===== src/rtl/adc_ctrl_pkg.sv =====
// adc_ctrl_pkg
//   Shared definitions for the AD7476-class ADC serial master: FSM state
//   encoding and the default frame timing parameters.
`timescale 1ns/1ps
package adc_ctrl_pkg;

    localparam int DEF_CLK_DIV    = 4;   // clk_in cycles per sclk period (even, >= 2)
    localparam int DEF_FRAME_BITS = 16;  // sclk cycles per conversion frame
    localparam int DEF_DATA_BITS  = 12;  // trailing frame bits kept as the sample
    localparam int DEF_QUIET_CYC  = 4;   // clk_in cycles with sync high between frames

    typedef enum logic [2:0] {
        ST_IDLE  = 3'd0,
        ST_START = 3'd1,
        ST_SHIFT = 3'd2,
        ST_DONE  = 3'd3,
        ST_QUIET = 3'd4
    } state_t;

endpackage


===== src/rtl/adc_ctrl_sclk_gen.sv =====
// adc_ctrl_sclk_gen
//   Phase counter and registered sclk for the SHIFT state.
//   Ports:
//     clk_in, rst_n : clock / async active-low reset
//     en            : FSM currently in SHIFT (phase counter runs)
//     en_next       : FSM will be in SHIFT next cycle (drives next sclk level)
//     sclk          : registered serial clock, idles high
//     rise          : strobe, the coming edge takes sclk 0->1 (sample sdo)
//     wrap          : strobe, last phase of the current sclk period
`timescale 1ns/1ps
module adc_ctrl_sclk_gen
    import adc_ctrl_pkg::*;
#(
    parameter int CLK_DIV = DEF_CLK_DIV
) (
    input  logic clk_in,
    input  logic rst_n,
    input  logic en,
    input  logic en_next,
    output logic sclk,
    output logic rise,
    output logic wrap
);

    localparam int PW = $clog2(CLK_DIV);
    localparam logic [PW-1:0] LAST    = PW'(CLK_DIV - 1);
    localparam logic [PW-1:0] HALF    = PW'(CLK_DIV / 2);
    localparam logic [PW-1:0] HALF_M1 = PW'(CLK_DIV / 2 - 1);

    logic [PW-1:0] phase;
    logic [PW-1:0] phase_next;

    always_comb begin
        phase_next = '0;
        if (en && (phase != LAST))
            phase_next = phase + PW'(1);
    end

    // sclk is registered from the next phase so its level always matches the
    // phase register: low for the first half of each period, high otherwise.
    always_ff @(posedge clk_in or negedge rst_n) begin
        if (!rst_n) begin
            phase <= '0;
            sclk  <= 1'b1;
        end else begin
            phase <= phase_next;
            sclk  <= en_next ? (phase_next >= HALF) : 1'b1;
        end
    end

    assign rise = en && (phase == HALF_M1);
    assign wrap = en && (phase == LAST);

endmodule


===== src/rtl/adc_ctrl.sv =====
// adc_ctrl
//   Serial master for a 12-bit SPI-style ADC. A rising edge on ctrl (or the
//   end of the quiet gap in continuous mode) runs one frame: sync low, 16 sclk
//   periods, sdo shifted in MSB first, the trailing DATA_BITS bits presented on
//   data with a one-cycle ready pulse.
//   Ports:
//     clk_in, rst_n : clock / async active-low reset
//     ctrl          : start request, rising edge starts a frame from IDLE
//     sdo           : ADC serial data
//     n             : 0 = single conversion, 1 = continuous
//     data          : last completed sample (held)
//     sync          : ADC chip select, active-low
//     sclk          : ADC serial clock, idles high
//     ready         : one-cycle pulse when data updates
`timescale 1ns/1ps
module adc_ctrl
    import adc_ctrl_pkg::*;
#(
    parameter int CLK_DIV    = DEF_CLK_DIV,
    parameter int FRAME_BITS = DEF_FRAME_BITS,
    parameter int DATA_BITS  = DEF_DATA_BITS,
    parameter int QUIET_CYC  = DEF_QUIET_CYC
) (
    input  logic                 clk_in,
    input  logic                 rst_n,
    input  logic                 ctrl,
    input  logic                 sdo,
    input  logic                 n,
    output logic [DATA_BITS-1:0] data,
    output logic                 sync,
    output logic                 sclk,
    output logic                 ready
);

    localparam int BW = (FRAME_BITS > 1) ? $clog2(FRAME_BITS) : 1;
    localparam int QW = (QUIET_CYC > 1) ? $clog2(QUIET_CYC) : 1;

    state_t               state;
    state_t               state_next;
    logic                 ctrl_q;
    logic                 start_edge;
    logic [BW-1:0]        bit_cnt;
    logic [QW-1:0]        quiet_cnt;
    // Only the trailing DATA_BITS are kept; leading frame bits fall off the top.
    logic [DATA_BITS-1:0] shift;
    logic                 rise;
    logic                 wrap;
    logic                 last_bit;
    logic                 quiet_end;
    logic                 sync_d;
    logic                 ready_d;
    logic                 load_data;

    assign start_edge = ctrl & ~ctrl_q;
    assign last_bit   = wrap && (bit_cnt == BW'(FRAME_BITS - 1));
    assign quiet_end  = (state == ST_QUIET) && (quiet_cnt == QW'(QUIET_CYC - 1));

    adc_ctrl_sclk_gen #(
        .CLK_DIV (CLK_DIV)
    ) u_sclk_gen (
        .clk_in  (clk_in),
        .rst_n   (rst_n),
        .en      (state == ST_SHIFT),
        .en_next (state_next == ST_SHIFT),
        .sclk    (sclk),
        .rise    (rise),
        .wrap    (wrap)
    );

    // State register
    always_ff @(posedge clk_in or negedge rst_n) begin
        if (!rst_n) state <= ST_IDLE;
        else        state <= state_next;
    end

    // Next-state logic
    always_comb begin
        state_next = state;
        unique case (state)
            ST_IDLE:  if (start_edge) state_next = ST_START;
            ST_START: state_next = ST_SHIFT;
            ST_SHIFT: if (last_bit) state_next = ST_DONE;
            ST_DONE:  state_next = ST_QUIET;
            ST_QUIET: if (quiet_end) state_next = n ? ST_START : ST_IDLE;
            default:  state_next = ST_IDLE;
        endcase
    end

    // Output decode; the values are registered below so pins stay glitch-free.
    always_comb begin
        sync_d    = 1'b1;
        ready_d   = 1'b0;
        load_data = 1'b0;
        if ((state_next == ST_START) || (state_next == ST_SHIFT) || (state_next == ST_DONE))
            sync_d = 1'b0;
        if (state == ST_DONE) begin
            ready_d   = 1'b1;
            load_data = 1'b1;
        end
    end

    // Datapath: edge detect, bit/quiet counters, shift register
    always_ff @(posedge clk_in or negedge rst_n) begin
        if (!rst_n) begin
            ctrl_q    <= 1'b0;
            bit_cnt   <= '0;
            quiet_cnt <= '0;
            shift     <= '0;
        end else begin
            // Runs in every state, so edges seen outside IDLE are consumed.
            ctrl_q <= ctrl;

            if (state == ST_START)
                bit_cnt <= '0;
            else if (wrap)
                bit_cnt <= bit_cnt + BW'(1);

            if (state == ST_QUIET)
                quiet_cnt <= quiet_cnt + QW'(1);
            else
                quiet_cnt <= '0;

            if (state == ST_START)
                shift <= '0;
            else if (rise)
                shift <= {shift[DATA_BITS-2:0], sdo};
        end
    end

    // Registered outputs
    always_ff @(posedge clk_in or negedge rst_n) begin
        if (!rst_n) begin
            sync  <= 1'b1;
            ready <= 1'b0;
            data  <= '0;
        end else begin
            sync  <= sync_d;
            ready <= ready_d;
            if (load_data)
                data <= shift;
        end
    end

endmodule


===== config.mk =====
export PLATFORM = sky130hd
export DESIGN_NAME = adc_ctrl
export DESIGN_NICKNAME = d
export VERILOG_FILES = /design/src/rtl/adc_ctrl_pkg.sv /design/src/rtl/adc_ctrl_sclk_gen.sv /design/src/rtl/adc_ctrl.sv
export SDC_FILE = /design/constraint.sdc
export NUM_CORES = 1
export LEC_CHECK = 0
export ABC_AREA = 1
export BUFFER_PORTS_ARGS = -buffer_cell sky130_fd_sc_hd__buf_4
export CORE_ASPECT_RATIO = 1.5
export CORE_UTILIZATION = 51
export DETAILED_ROUTE_END_ITERATION = 6
export PLACE_DENSITY = 0.74
export SYNTH_ARGS = -nofsm -noshare
export SYNTH_HDL_FRONTEND = slang
export SYNTH_SLANG_ARGS = --single-unit

===== constraint.sdc =====
create_clock -name clk_in -period 1.2 [get_ports clk_in]
set_clock_uncertainty 0.2 [all_clocks]
set_input_delay 0 -clock clk_in [delete_from_list [all_inputs] [get_ports clk_in]]
set_output_delay 0 -clock clk_in [all_outputs]
set_load 0.1 [all_outputs]

==> qor.txt <==
Status = complete, but fails checks
Violations in the final reports = hold timing, setup timing
Number of ports placed on the die boundary = 20
Terminus of the critical flop-to-flop path = data[3]
Worst path cell trace = buf_4 > nor2_4 > nand2_4 > buf_6 > nand2_2 > nand2_1
Maximum number of pins on one net before global-route repair = 40
Detailed Place HPWL = 2248 µm
Crit-path max FO = 5
Power Dens Cells = 1038 nW/µm²
IR Drop Worst-Case VDD = 1.097 mV
Core region area = 3128 µm²
Sequential share of the synthesized area = 58.75%
Filler cell count in the final layout = 201
Depth of the worst register-to-register path = 6
TritonCTS clock tree = done
RD Place Congestion = 0.7164
Die outline width = 48.66 µm
Layout cell share with drive strength beyond 1 = 53.98%
Vias in the first global route = 1449
Post-CTS clock slew at the launch and capture registers of the worst setup and hold paths = 0.08 ns
Overall Global Routing Usage = 23.33%
Number of nets in the final layout = 234
Kind of critical path = reg2reg
Cell at the slowest stage of the critical path = sky130_fd_sc_hd__dfrtp_1
Total inserted antenna cells = 0
Min setup slack post-route = -0.1966 ns
Worst setup SP type = flip-flop
Number of antenna violations at the first check in global routing = 0
Total routed wirelength = 3845 µm
Avg Inst Size Synth = 9.100 µm²
Commonest cells after routing, fill and taps aside = 50 x sky130_fd_sc_hd__nand2_1, 26 x sky130_fd_sc_hd__buf_4, 25 x sky130_fd_sc_hd__nand2_2
Sink count of the clock tree = 39
RSZ-0062 raised after global routing = yes
Fraction of post-synthesis cell area in the top cell type by area = 55.60%
Grt total ovfl = 0
Number of CTS-inserted buffers = 5
WL/cell = 14.45 µm
H-tree levels = 2
Clock latency reported for the late side of the worst-skew pair = 0.30 ns
Final setup viols = 36
Relative slew slack = 68.19%
Nets in the synthesized netlist = 192
Initial Utilization = 53.24%
Most area-hungry cell type in the Yosys netlist = sky130_fd_sc_hd__dfrtp_1
DRT Pass-1 Iters = 4
Upper clock frequency limit = 0.7160 GHz
Worst reg2reg path startpoint = state[2]
Yosys Warn Count = 0
Count of final hold-check violations = 4
Detailed Route Iter0 Violations = 66
Tcrit/Tclk final = 116.4%
DRC Markers = 0
Slowest stage delay, CP = 0.41 ns
Floorplan row count = 25
Worst hold slack = -0.004892 ns
Root Buffer Master = sky130_fd_sc_hd__clkbuf_8
Average vias per placed instance = 5.113
Max capacitance violation total = 0
Clock Tree Buf Depth = 2
Gate count of the mapped netlist = 183
Instance area after placement = 1957 µm²
Number of routed nets with antenna violations = 0
Dominant cells by area after synthesis = sky130_fd_sc_hd__dfrtp_1 56%, sky130_fd_sc_hd__nand2_1 15%, sky130_fd_sc_hd__nand3_1 5.4%
DR vias = 1360
Final std cell area, no fill = 2425 µm²
Place WS = -0.1910 ns
Shortest clock period the worst path allows after layout = 1.397 ns
Most common cell after layout, fill and taps aside = sky130_fd_sc_hd__nand2_1
Slew of the pin with the lowest slew margin = 0.4772 ns
Post-synthesis cell type count = 18
Data arrival time of the worst path = 1.39 ns
Worst path required time = 1.19 ns
Vert. Die Dim = 71.99 µm
Max Slew Vio Count = 0
Die area = 3502 µm²
HP Class = in2async
Register-to-register setup slack = -0.20 ns
Summed instance area of the synthesized netlist = 1665 µm²
Endpoint kind of the worst setup timing path = flip-flop
Post-synthesis sequential element count = 39
Total of buffers placed on input and output ports = 19
Post-layout total power = 0.002517 W
Area added between synthesis and finish = 45.61%
Leak = 1.213 nW
Global-route wire length before repair = 6120 µm
## metrics by stage
| step | hold WS (ns) | utilization, % | setup TNS [ns] | std cells |
|---|---|---|---|---|
| after floorplan | -0.4956 | - | -1.931 | 183 |
| after global placement | -0.2119 | 62.56 | -2.791 | 248 |
| after detailed placement | -0.2048 | 62.56 | -3.972 | 248 |
| after CTS | 0.01702 | 72.28 | -3.150 | 262 |
| after global routing | 0.03670 | 77.52 | -7.532 | 266 |
| final | -0.004892 | 77.52 | -5.441 | 266 |
## registers in the layout, indices dropped and copies added (netlist names)
signal / count
ready: 1
state: 3
ctrl_q: 1
u_sclk_gen.sclk: 1
bit_cnt: 4
data: 12
quiet_cnt: 2
shift: 12
sync: 1
u_sclk_gen.phase: 2
## repair_timing
action / CTS / global route
setup buffers: 1 / 3
hold endpoints to repair: 43 / 0
setup endpoints to repair: 37 / 39
hold buffers: 4 / 0
pin swaps: 13 / 19
gates cloned: 1 / 1
gates resized for setup: 41 / 28
## how the worst max path moves through the flow
stage | end | slack, ns | startpoint
2_1_floorplan | shift[1] | -0.11 | state[2]
3_3_place_gp | bit_cnt[0] | -0.15 | state[1]
3_5_place_dp | bit_cnt[0] | -0.19 | state[1]
4_1_cts | shift[6] | -0.14 | state[2]
5_1_grt | shift[7] | -0.26 | state[2]
6_report | data[3] | -0.20 | state[2]
## cells by family (layout without fill, tap and decap cells)
group                      Yosys count  count (layout)  synth area share, %
xor gates and xnor gates             1               1               0.5260
buffers and inverters               22              65                6.310
DFF                                 39              39                58.75
adders and majority gates            4               4                3.005
and+or+nand+nor                    115             115                30.80
AOI/OAI and AO/OA                    2               2               0.6011
## area by class of cell
class	instances	area (µm²)	area share, %
flip-flops and latches	39	996.0	41.07
multi-input cells	122	800.8	33.02
repair buffers	40	396.6	16.36
clock buffers	5	68.82	2.838
inverters	17	68.82	2.838
well taps	40	50.05	2.064
clock inverters	3	43.79	1.806
## cell usage after synthesis, drive strengths merged
| master | number |
|---|---|
| nand3 | 20 |
| inv | 17 |
| ha | 4 |
| buf | 5 |
| nor2 | 12 |
| xor2 | 1 |
| dfstp | 2 |
| dfrtp | 37 |
| nand2 | 79 |
| o21ai | 2 |
| nor3 | 1 |
| nand4 | 3 |
## where the power goes
group	leakage (nW)	total (W)	internal, W	switching (W)
Combinational	0.686	0.0000709	0.0000305	0.0000403
Clock	0.0581	0.00108	0.000619	0.000466
Sequential	0.469	0.00136	0.00134	0.0000253
Total	1.21	0.00252	0.00198	0.000532
## routing by layer
layer  GRT usage (%)  routed length [µm]  vias to the layer above
li1                -                   -                      650
met1           21.97                1426                      670
met2           46.30                2214                       29
met3           5.451                 123                       11
met4           10.78                  80                        0
met5               0                   0                        -
## worst max-delay path, delay by kind of cell, from the launching register on
family,cells,cell delay (ns)
buffers and inverters,2,0.31
AND/OR/NAND/NOR,4,0.38
flip-flops,1,0.41
Note: power is estimated with default switching activity, not from simulation.
